<file path="config.mk">
export PLATFORM = sky130hd
export DESIGN_NAME = if_id_queue
export DESIGN_NICKNAME = d
export VERILOG_FILES = /design/src/rtl/if_id_queue_pkg.sv /design/src/rtl/if_id_queue.sv
export SDC_FILE = /design/constraint.sdc
export NUM_CORES = 1
export LEC_CHECK = 0
export ABC_AREA = 0
export CORE_ASPECT_RATIO = 1.25
export CORE_MARGIN = 2
export CORE_UTILIZATION = 55
export CTS_BUF_LIST = sky130_fd_sc_hd__clkbuf_8
export CTS_CLUSTER_SIZE = 25
export DETAILED_ROUTE_END_ITERATION = 10
export PLACE_DENSITY = 0.82
export SYNTH_ARGS = -nofsm -noshare
export SYNTH_HDL_FRONTEND = slang
export SYNTH_SLANG_ARGS = --single-unit
</file>
<file path="constraint.sdc">
create_clock -name clk -period 3.9 [get_ports clk]
set_input_delay 1.17 -clock clk [delete_from_list [all_inputs] [get_ports clk]]
set_output_delay 1.17 -clock clk [all_outputs]
set_load 0.005 [all_outputs]
</file>
<file path="src/rtl/if_id_queue_pkg.sv">
// Shared IF/ID definitions: datapath width, NOP encoding and reset PC,
// so fetch, the queue and decode all agree on one set of constants.
package if_id_queue_pkg;

  // Width of the instruction word and of the pc8 field.
  localparam int DATA_W = 32;

  // All-zero word (sll $0,$0,0) presented to decode when the queue is empty.
  localparam logic [DATA_W-1:0] NOP_INSTR = 32'h0000_0000;

  // Address of the first instruction fetched after reset.
  localparam logic [DATA_W-1:0] RESET_PC = 32'h0000_3000;

  // Decode gets pc8 (PC+8) from the queue; this recovers the instruction PC.
  function automatic logic [DATA_W-1:0] pc_from_pc8(input logic [DATA_W-1:0] pc8);
    return pc8 - DATA_W'(8);
  endfunction

endpackage

</file>
<file path="src/rtl/if_id_queue.sv">
// IF/ID instruction queue: a small circular FIFO of {instr, pc8} pairs.
// Fetch stalls only when the queue is full; decode sees the oldest pair
// combinationally (masked to NOP/0 when empty); flush drops everything.
module if_id_queue
  import if_id_queue_pkg::*;
#(
  parameter int DEPTH = 4,
  parameter int DW    = DATA_W
) (
  input  logic                   clk,
  input  logic                   clr,
  input  logic                   flush,
  input  logic                   in_valid,
  input  logic [DW-1:0]          in_instr,
  input  logic [DW-1:0]          in_pc8,
  output logic                   in_ready,
  output logic                   out_valid,
  output logic [DW-1:0]          out_instr,
  output logic [DW-1:0]          out_pc8,
  input  logic                   out_ready,
  output logic [$clog2(DEPTH):0] count
);

  localparam int AW = $clog2(DEPTH);
  localparam int CW = AW + 1;
  // Occupancy value meaning "full"; full/empty come from the count, never
  // from pointer equality, so both pointers may be equal in either state.
  localparam logic [CW-1:0] FULL_CNT = CW'(DEPTH);

  // Storage; contents are never reset, only the control state is.
  logic [DW-1:0] instr_mem [DEPTH];
  logic [DW-1:0] pc8_mem   [DEPTH];

  logic [AW-1:0] rd_ptr_q, rd_ptr_d;
  logic [AW-1:0] wr_ptr_q, wr_ptr_d;
  logic [CW-1:0] count_q,  count_d;

  logic push;
  logic pop;

  // Handshakes: a full queue refuses pushes even when a pop happens in the
  // same cycle, which keeps in_ready independent of out_ready.
  assign in_ready  = (count_q != FULL_CNT);
  assign out_valid = (count_q != '0);
  assign push      = in_valid & in_ready;
  assign pop       = out_valid & out_ready;
  assign count     = count_q;

  // Head presentation: no bypass from in_*, so a push shows up next cycle.
  assign out_instr = out_valid ? instr_mem[rd_ptr_q] : DW'(NOP_INSTR);
  assign out_pc8   = out_valid ? pc8_mem[rd_ptr_q]   : '0;

  // Next-state for pointers and occupancy; flush overrides push and pop.
  always_comb begin
    rd_ptr_d = rd_ptr_q;
    wr_ptr_d = wr_ptr_q;
    count_d  = count_q;
    if (flush) begin
      rd_ptr_d = '0;
      wr_ptr_d = '0;
      count_d  = '0;
    end else begin
      // Pointers are log2(DEPTH) bits wide, so +1 wraps modulo DEPTH.
      if (push) wr_ptr_d = wr_ptr_q + AW'(1);
      if (pop)  rd_ptr_d = rd_ptr_q + AW'(1);
      unique case ({push, pop})
        2'b10:   count_d = count_q + CW'(1);
        2'b01:   count_d = count_q - CW'(1);
        default: count_d = count_q;
      endcase
    end
  end

  // Control state register; clr clears occupancy immediately.
  always_ff @(posedge clk or posedge clr) begin
    if (clr) begin
      rd_ptr_q <= '0;
      wr_ptr_q <= '0;
      count_q  <= '0;
    end else begin
      rd_ptr_q <= rd_ptr_d;
      wr_ptr_q <= wr_ptr_d;
      count_q  <= count_d;
    end
  end

  // Entry write; a push coinciding with flush is dropped.
  always_ff @(posedge clk) begin
    if (push && !flush) begin
      instr_mem[wr_ptr_q] <= in_instr;
      pc8_mem[wr_ptr_q]   <= in_pc8;
    end
  end

endmodule

</file>
==> reports/qor.yml, run 1 <==
run_status:
  outcome: "finished clean"
cts:
  cts_hold_buf: 0
  clk_path_buf_depth: 3
  cts_num_sinks: 263
  numCtsBuffers: 39
  cts_tree: "yes"
  path_clk_slew_ps: 60
  ctsHtreeMaxLevel: 2
  insertion_delay_ps: 520
  clock-root-buffer: "clkbuf_8"
critical_path:
  start_kind: "register"
  crit_type: "register to output pin"
  crit_slowest_cell: "dfrtp_1"
  arrival_ps: 2520
  cp.required_ps: 2730
  worstPathMaxFanout: 65
  crit_path_end_kind: "output pin"
  r2r_setup_slack_ps: 1670
  max_stage_delay_ps: 540
  critical_path.cell_chain: "or3_2 -> buf_6 -> and2_1 -> clkdlybuf4s50_1"
global_routing:
  grt_start_max_net_pins: 66
  grt_usage: 0.200
  grt_pass1_wl_mm: 29.8
  grt_pass1_vias: 5483
  grt_overflow: 0
  antenna_found_initial: 0
floorplanning:
  start_util: 0.563
  coreArea_mm2: 0.0182
  die_w_um: 126
  die_area_mm2: 0.0197
  num_io_pins: 138
  fp-row-count: 55
  die_h_um: 157
synthesis:
  netlist_instances: 473
  synth_nets: 547
  yosys_register_bits: 263
  synth_common_cells: "edfxtp_1, and2_1, mux4_2"
  yosys-top-cells-area: "edfxtp_1, mux4_2, and2_1"
  synth_cell_types: 35
  synth_edf_count: 256
  yosysTopAreaCell: "edfxtp_1"
  async_flop_share: 0.0266
  synth_most_common_cell: "edfxtp_1"
  avgSynthCellArea_um2: 21.6
  synth-seq-area-share: 0.768
  synthesis.area_mm2: 0.0102
  synth_top_area_share: 0.751
  ys.flop_type: "edfxtp_1"
  synth-warning-count: 0
finish:
  area_growth_pct: 24.1
  stdcell_area_mm2: 0.0127
  finalNetCount: 716
  drive_above_1_share: 0.207
  n_antenna_cell: 0
route:
  wirelength_mm: 19.1
  drc: 0
  first_pass_iters: 4
  viasPerCell: 5.61
  dr.first_iter.drc_count: 363
  vias: 5034
  final_antenna_net_count: 0
  wl_per_cell_um: 21.3
placement:
  port_buffers: 137
  dpl.hpwl_mm: 11.7
  placed_area_mm2: 0.0120
  place_congestion: 0.697
timing:
  clock_skew_ps: 13.8
  period_share: 0.947
  rsz0062_at_grt: "no"
  max-slew-margin-rel: 0.684
  final-hold-violation-count: 0
  tightest_slew_ps: 472
  setup_tns_ps: 0
  setup_viol: 0
  final_max_slew_viol_count: 0
  post-route-min-period_ps: 3690
  fmax_mhz: 271
power:
  power_density_mw_per_mm2: 543
  p_total_mw: 6.89
  leakage_nw: 4.12
  max-vdd-ir-drop_mv: 0.530
run:
  drv_cap: 0
min_path:
  hp-class: "register to register"
## critical path, delay by kind of cell, from the launching register on
kind,cells,cell delay (ps)
and+or+nand+nor,2,730
buffers and inverters,2,720
DFF,1,540
## metal layers
metal / GRT usage / wire (µm)
met1: 0.241 / 7440
met2: 0.354 / 10200
met3: 0.0468 / 1050
met4: 0.0764 / 438
met5: 0 / 0
## per-stage QoR
step            util  instances  hold slack (ps)  setup WS, ps
2_1_floorplan      -        473              557           108
3_3_place_gp   0.659        829              571           707
3_5_place_dp   0.659        829              586           639
4_1_cts        0.699        898              594          75.7
5_1_grt        0.699        898              621          77.7
6_report       0.699        898              593           205
## sequential cells by signal (all words and copies together), names as in the netlist
name / count
rd_ptr_q: 2
pc8_mem: 128
count: 3
instr_mem: 128
wr_ptr_q: 2
## area by class of cell
cell class                      count  area, µm²
Sequential cell                   263       7870
Fill cell                        1181       5470
Multi-Input combinational cell    176       2190
Timing Repair Buffer              155       1600
Clock buffer                       40        551
Tap cell                          228        285
Clock inverter                     29        178
Inverter                            7       26.3
## cell families (layout without fill, tap and decap cells)
logic type                 count (synthesis)  count (layout)  synth area share
muxes                                     65              65             0.142
xor gates and xnor gates                   3               3           0.00257
DFF                                      263             263             0.768
buffers and inverters                     34             231            0.0187
and+or+nand+nor                           87              87            0.0515
AOI/OAI and AO/OA                         16              16            0.0105
adders and majority gates                  5               5           0.00684
## cell usage in the layout, fill, tap and decap left out, types with 5 or more instances in the layout
cell type,synthesis,routed
and2_1,69,65
buf_12,0,7
buf_4,2,10
clkbuf_8,0,40
clkdlybuf4s50_1,0,137
clkinv_1,0,9
dfrtp_1,7,5
edfxtp_1,256,256
inv_1,7,19
mux4_2,64,64
nor2_1,7,7
## report_power, final
| part | switching, mW | leakage [nW] | internal (mW) |
|---|---|---|---|
| Combinational | 0.614 | 1.29 | 0.937 |
| Clock | 0.965 | 0.410 | 1.09 |
| Sequential | 0.0620 | 2.41 | 3.23 |
| Total | 1.64 | 4.12 | 5.25 |
## final timing paths
check / end / from / cells after the start
hold reg to reg: wr_ptr_q[1]$_DFFE_PP0P_ / wr_ptr_q[1]$_DFFE_PP0P_ / 2
max in group asynchronous: rd_ptr_q[0]$_DFFE_PP0P_ / clr / 2
setup reg to reg: pc8_mem[0][10]$_DFFE_PP_ / count[0]$_DFFE_PP0P_ / 4
hold / removal: wr_ptr_q[1]$_DFFE_PP0P_ / wr_ptr_q[1]$_DFFE_PP0P_ / 2
min in group asynchronous: rd_ptr_q[1]$_DFFE_PP0P_ / clr / 2
setup / recovery: out_pc8[8] / count[0]$_DFFE_PP0P_ / 4
## repair_timing
| action | in CTS | in global routing |
|---|---|---|
| setup buffers | 0 | 0 |
| resized for setup | 0 | 1 |
| endpoints found under the setup margin | 0 | 5 |
No activity file was read; power rests on OpenSTA's default activity.
==> inputs of run 2 (changes only) <==
--- a/config.mk
+++ b/config.mk
@@ -12,7 +12,9 @@
 export CTS_BUF_LIST = sky130_fd_sc_hd__clkbuf_8
 export CTS_CLUSTER_SIZE = 25
 export DETAILED_ROUTE_END_ITERATION = 10
+export GPL_ROUTABILITY_DRIVEN = 0
 export PLACE_DENSITY = 0.82
+export RECOVER_POWER = 100
 export SYNTH_ARGS = -nofsm -noshare
 export SYNTH_HDL_FRONTEND = slang
 export SYNTH_SLANG_ARGS = --single-unit
==> reports/qor.yml, run 2 (synthesized netlist as in run 1, its figures left out) <==
floorplanning:
  fp-row-count: 55  # unchanged
  num_io_pins: 138  # unchanged
  die_area_mm2: 0.0197  # unchanged
  die_h_um: 157  # unchanged
  die_w_um: 126  # unchanged
  start_util: 0.563  # unchanged
  coreArea_mm2: 0.0182  # unchanged
cts:
  clk_path_buf_depth: 3  # unchanged
  cts_num_sinks: 263  # unchanged
  path_clk_slew_ps: 60  # about the same
  clock-root-buffer: "clkbuf_8"  # unchanged
  numCtsBuffers: 39  # unchanged
  ctsHtreeMaxLevel: 2  # unchanged
  insertion_delay_ps: 520  # about the same
  cts_hold_buf: 0  # unchanged
  cts_tree: "yes"  # unchanged
finish:
  final_core_util: 0.697  # was 0.699
  layout_commonest_cell: "edfxtp_1"  # unchanged
  nFillCells: 1190  # was 1181
  drive_above_1_share: 0.199  # was 0.207
  layout_common_cells: "edfxtp_1, dlygate4sd3_1, clkdlybuf4s50_1"  # was edfxtp_1, clkdlybuf4s50_1, and2_1
  finalNetCount: 716  # unchanged
  area_growth_pct: 23.6  # was 24.1%
critical_path:
  start_kind: "register"  # unchanged
  crit_type: "register to output pin"  # unchanged
  cp.required_ps: 2730  # about the same
  cp_num_buf_inv: 2  # unchanged
  critical_path.cell_chain: "buf_8 -> mux4_2 -> and2_0 -> clkdlybuf4s50_1"  # was or3_2 -> buf_6 -> and2_1 -> clkdlybuf4s50_1
  timing.rr.end: "pc8_mem[3][11]$_DFFE_PP_"  # was pc8_mem[0][10]$_DFFE_PP_
  crit_slowest_cell: "mux4_2"  # was dfrtp_1
  r2r_setup_slack_ps: 1050  # was 1670 ps
  cp_top_family: "buffers and inverters"  # was simple AND/OR/NAND/NOR gates
  arrival_ps: 2570  # was 2520 ps
  crit_path_end_kind: "output pin"  # unchanged
  worstPathMaxFanout: 29  # was 65
  r2r-start: "count[0]$_DFFE_PP0P_"  # unchanged
  ff2ff_path_depth: 4  # unchanged
  max_stage_delay_ps: 590  # was 540 ps
power:
  leakage_nw: 4.09  # was 4.12 nW
  p_total_mw: 6.85  # was 6.89 mW
  max-vdd-ir-drop_mv: 0.524  # was 0.530 mV
  power_density_mw_per_mm2: 541  # was 543 mW/mm²
timing:
  clock_skew_ps: 14.3  # was 13.8 ps
  tightest_slew_ps: 1110  # was 472 ps
  final-hold-violation-count: 0  # unchanged
  setup_tns_ps: 0  # unchanged
  final_max_slew_viol_count: 0  # unchanged
  period_share: 0.959  # was 0.947
  setup_viol: 0  # unchanged
  rsz0062_at_grt: "no"  # unchanged
  fmax_mhz: 267  # was 271 MHz
  post-route-min-period_ps: 3740  # was 3690 ps
  max-slew-margin-rel: 0.259  # was 0.684
route:
  dr.first_iter.drc_count: 354  # was 363
  final_antenna_net_count: 0  # unchanged
  viasPerCell: 5.56  # was 5.61
  wl_per_cell_um: 21.2  # was 21.3 µm
  vias: 5007  # was 5034
  drc: 0  # unchanged
  wirelength_mm: 19.1  # about the same
  first_pass_iters: 4  # unchanged
min_path:
  hp-class: "register to register"  # unchanged
  hold_depth: 2  # unchanged
  worstHoldEndpoint: "wr_ptr_q[1]$_DFFE_PP0P_"  # unchanged
  min_from: "wr_ptr_q[1]$_DFFE_PP0P_"  # unchanged
run_status:
  outcome: "finished clean"  # unchanged
placement:
  dpl.hpwl_mm: 11.7  # unchanged
  port_buffers: 137  # unchanged
global_routing:
  grt_pass1_vias: 5483  # unchanged
  grt_overflow: 0  # unchanged
  grt_start_max_net_pins: 66  # unchanged
  grt_pass1_wl_mm: 29.8  # unchanged
  grt_usage: 0.200  # unchanged
  antenna_found_initial: 5  # was 0
run:
  drv_cap: 0  # unchanged
[run 2: cell count changes in the layout (fill, tap and decap cells not counted), sizes merged]
cell,delta
clkdlybuf4s50,-72
dlygate4sd3,+72
buf,-10
clkbuf,+10
diode,+3
[run 2: timing repair]
action,in CTS,in global routing
setup endpoints to repair,0,5
buffers inserted,0,0
gates resized for setup,0,1
[run 2: where the power goes]
group	switching, mW	total, mW	internal (mW)
clock network	0.958	2.05	1.09
registers	0.0612	3.29	3.23
logic	0.615	1.51	0.899
[run 2: worst reg2reg max path, cell delays in order, from the launching register on]
cell	delay [ps]
dfrtp_1	620
nor3b_1	160
nor3_1	310
and2_1	930
clkbuf_1	470
[run 2: through the flow]
step                      cell area, µm²  cells  hold WS [ps]  setup WS (ps)
after floorplan                    10200    473           557            108
after global placement             12000    829           571            707
after detailed placement           12000    829           586            639
after CTS                          12700    898           594           75.7
after global routing               12700    901           621           40.2
final                              12700    901           595            160
[run 2: worst max path at each step]
stage	start	endpoint	slack [ps]	cells after the start
6_report	rd_ptr_q[0]$_DFFE_PP0P_	out_instr[12]	160	4
5_1_grt	count[0]$_DFFE_PP0P_	out_pc8[31]	40	4
4_1_cts	count[0]$_DFFE_PP0P_	out_pc8[22]	80	4
3_5_place_dp	flush	pc8_mem[0][6]$_DFFE_PP_	640	4
3_3_place_gp	flush	pc8_mem[0][6]$_DFFE_PP_	710	4
2_1_floorplan	in_valid	instr_mem[2][0]$_DFFE_PP_	110	4
[run 2: area by class of cell]
cell class                      instances  area (µm²)  area share
Inverter                                7        26.3     0.00208
Tap cell                              228         285      0.0225
Clock inverter                         29         178      0.0140
Multi-Input combinational cell        176        2190       0.173
Antenna cell                            3        7.51    0.000593
Timing Repair Buffer                  155        1550       0.123
Clock buffer                           40         551      0.0435
Sequential cell                       263        7870       0.622
[run 2: per-layer routing]
metal,routed length (µm),vias to the layer above,part of all wire,track usage
met4,352,4,0.018,0.0764
li1,-,2265,-,-
met2,10300,153,0.54,0.354
met3,1020,27,0.053,0.0468
met1,7380,2558,0.39,0.241
met5,27,-,0.0014,0
==> inputs of run 3 (changes only) <==
--- a/config.mk
+++ b/config.mk
@@ -6,7 +6,7 @@
 export NUM_CORES = 1
 export LEC_CHECK = 0
 export ABC_AREA = 0
-export CORE_ASPECT_RATIO = 1.25
+export CORE_ASPECT_RATIO = 1.2
 export CORE_MARGIN = 2
 export CORE_UTILIZATION = 55
 export CTS_BUF_LIST = sky130_fd_sc_hd__clkbuf_8
==> reports/qor.yml, run 3 (synthesized netlist as in run 1, its figures left out) <==
timing:
  setup_viol: 0  # unchanged
  clock_skew_ps: 24.8  # was 14.3 ps
  max-slew-margin-rel: -0.111  # was 0.259
  rsz0062_at_grt: "no"  # unchanged
  final-hold-violation-count: 0  # unchanged
  final_max_slew_viol_count: 73  # was 0
  finalWorstSetupSlack_ps: 140  # was 160 ps
  post-route-min-period_ps: 3760  # was 3740 ps
  setup_tns_ps: 0  # unchanged
  tightest_slew_ps: 1670  # was 1110 ps
  hold_slack_ps: 609  # was 595 ps
  fmax_mhz: 266  # was 267 MHz
  period_share: 0.964  # was 0.959
finish:
  layout_common_cells: "edfxtp_1, dlygate4sd3_1, clkdlybuf4s50_1"  # unchanged
  nFillCells: 1146  # was 1190
  drive_above_1_share: 0.215  # was 0.199
  layout_commonest_cell: "edfxtp_1"  # unchanged
  stdcell_area_mm2: 0.0127  # about the same
  regArea_mm2: 0.00787  # unchanged
  multi_input_area_mm2: 0.00219  # about the same
  area_growth_pct: 24.1  # was 23.6%
  finalNetCount: 726  # was 716
placement:
  pre_cts_ws_ps: 574  # was 639 ps
  port_buffers: 137  # unchanged
  dpl.hpwl_mm: 11.8  # was 11.7 mm
  placed_area_mm2: 0.0120  # about the same
critical_path:
  crit_slowest_cell: "dlygate4sd3_1"  # was mux4_2
  crit_type: "register to output pin"  # unchanged
  arrival_ps: 2590  # was 2570 ps
  critical_path.cell_chain: "or3_2 -> buf_4 -> and2_1 -> dlygate4sd3_1"  # was buf_8 -> mux4_2 -> and2_0 -> clkdlybuf4s50_1
  cp_num_buf_inv: 2  # unchanged
  crit_cells: 4  # unchanged
  r2r_setup_slack_ps: 860  # was 1050 ps
  cp_top_family: "buffers and inverters"  # unchanged
  worstPathMaxFanout: 32  # was 29
  cp-startpoint: "count[1]$_DFFE_PP0P_"  # was rd_ptr_q[0]$_DFFE_PP0P_
  timing.rr.end: "instr_mem[1][12]$_DFFE_PP_"  # was pc8_mem[3][11]$_DFFE_PP_
  endpoint: "out_pc8[23]"  # was out_instr[12]
  ff2ff_path_depth: 4  # unchanged
  cp.required_ps: 2730  # about the same
  start_kind: "register"  # unchanged
  max_stage_delay_ps: 580  # was 590 ps
  r2r-start: "count[2]$_DFFE_PP0P_"  # was count[0]$_DFFE_PP0P_
  crit_path_end_kind: "output pin"  # unchanged
cts:
  path_clk_slew_ps: 60  # about the same
  cts_tree: "yes"  # unchanged
  cts_hold_buf: 0  # unchanged
  insertion_delay_ps: 530  # was 520 ps
  clock-root-buffer: "clkbuf_8"  # unchanged
  ctsHtreeMaxLevel: 2  # unchanged
  numCtsBuffers: 39  # unchanged
  cts_num_sinks: 263  # unchanged
  clk_path_buf_depth: 3  # unchanged
global_routing:
  grt_pass1_vias: 5488  # was 5483
  grt_pass1_wl_mm: 29.7  # was 29.8 mm
  antenna_found_initial: 4  # was 5
  grt_usage: 0.201  # was 0.200
  grt_overflow: 0  # unchanged
  grt_start_max_net_pins: 40  # was 66
route:
  final_antenna_net_count: 0  # unchanged
  first_pass_iters: 4  # unchanged
  wl_per_cell_um: 21.4  # was 21.2 µm
  viasPerCell: 5.69  # was 5.56
  vias: 5154  # was 5007
  wirelength_mm: 19.4  # was 19.1 mm
  dr.first_iter.drc_count: 404  # was 354
  drc: 0  # unchanged
min_path:
  hp-class: "register to register"  # unchanged
  hold_depth: 2  # unchanged
  min_from: "wr_ptr_q[1]$_DFFE_PP0P_"  # unchanged
power:
  p_total_mw: 6.94  # was 6.85 mW
  leakage_nw: 4.12  # was 4.09 nW
  switching_share: 0.242  # was 0.239
  p_seq_frac: 0.476  # was 0.480
  p_sw_mw: 1.68  # was 1.63 mW
  internal-power_mw: 5.26  # was 5.22 mW
  combPwrFrac: 0.224  # was 0.221
  power_density_mw_per_mm2: 546  # was 541 mW/mm²
  max-vdd-ir-drop_mv: 0.368  # was 0.524 mV
  clockPowerShare: 0.300  # was 0.299
floorplanning:
  coreArea_mm2: 0.0182  # about the same
  fp-row-count: 54  # was 55
  num_io_pins: 138  # unchanged
  die_w_um: 129  # was 126 µm
  die_h_um: 153  # was 157 µm
  start_util: 0.561  # was 0.563
  die_area_mm2: 0.0197  # about the same
run:
  drv_cap: 3  # was 0
run_status:
  outcome: "complete, but fails checks"  # was finished clean
  violations: "max-capacitance violations, max-slew violations"
[run 3: worst register-to-register path: stages, from the launching register on]
cell and delay (ps):
dfrtp_1 520, nor3b_1 250, nor3_1 300, and2_0 1300
buf_4 380
[run 3: layout make-up]
type / count / share of cell area
diodes: 3 / 0.000591
clock buffers: 40 / 0.0433
clock inverters: 28 / 0.0141
inverters: 7 / 0.00207
multi-input cells: 176 / 0.172
flip-flops and latches: 263 / 0.619
well taps: 224 / 0.0221
repair buffers: 165 / 0.126
[run 3: what timing repair did]
| action | 4_1_cts | 5_1_grt |
|---|---|---|
| setup buffers | 0 | 9 |
| gates resized for setup | 0 | 0 |
| setup endpoints to repair | 0 | 45 |
[run 3: how the worst min path moves through the flow]
stage                     slack [ps]                       to
final                            610  wr_ptr_q[1]$_DFFE_PP0P_
after global routing             650  wr_ptr_q[1]$_DFFE_PP0P_
after CTS                        620  wr_ptr_q[1]$_DFFE_PP0P_
after detailed placement         610  wr_ptr_q[1]$_DFFE_PP0P_
after global placement           570  wr_ptr_q[0]$_DFFE_PP0P_
after floorplan                  560  wr_ptr_q[0]$_DFFE_PP0P_
[run 3: power by group through the flow]
stage	clock (mW)	combinational [mW]	sequential [mW]
after floorplan	0	0.839	3.31
final	2.08	1.56	3.30
after CTS	2.13	1.57	3.32
after global placement	0	1.53	3.37
after detailed placement	0	1.56	3.38
after global routing	2.26	1.68	3.31
[run 3: through the flow]
stage	std cells	utilization
final	906	0.697
after global routing	905	0.696
after detailed placement	826	0.657
after floorplan	473	-
after global placement	826	0.657
after CTS	894	0.697
[run 3: layer usage]
metal	up-vias	routed length, µm	part of all wire	GRT usage
met5	-	10	0.00052	0
met4	2	358	0.018	0.0663
met1	2649	7700	0.40	0.261
met2	192	10200	0.52	0.333
met3	33	1150	0.059	0.0543
li1	2278	-	-	-
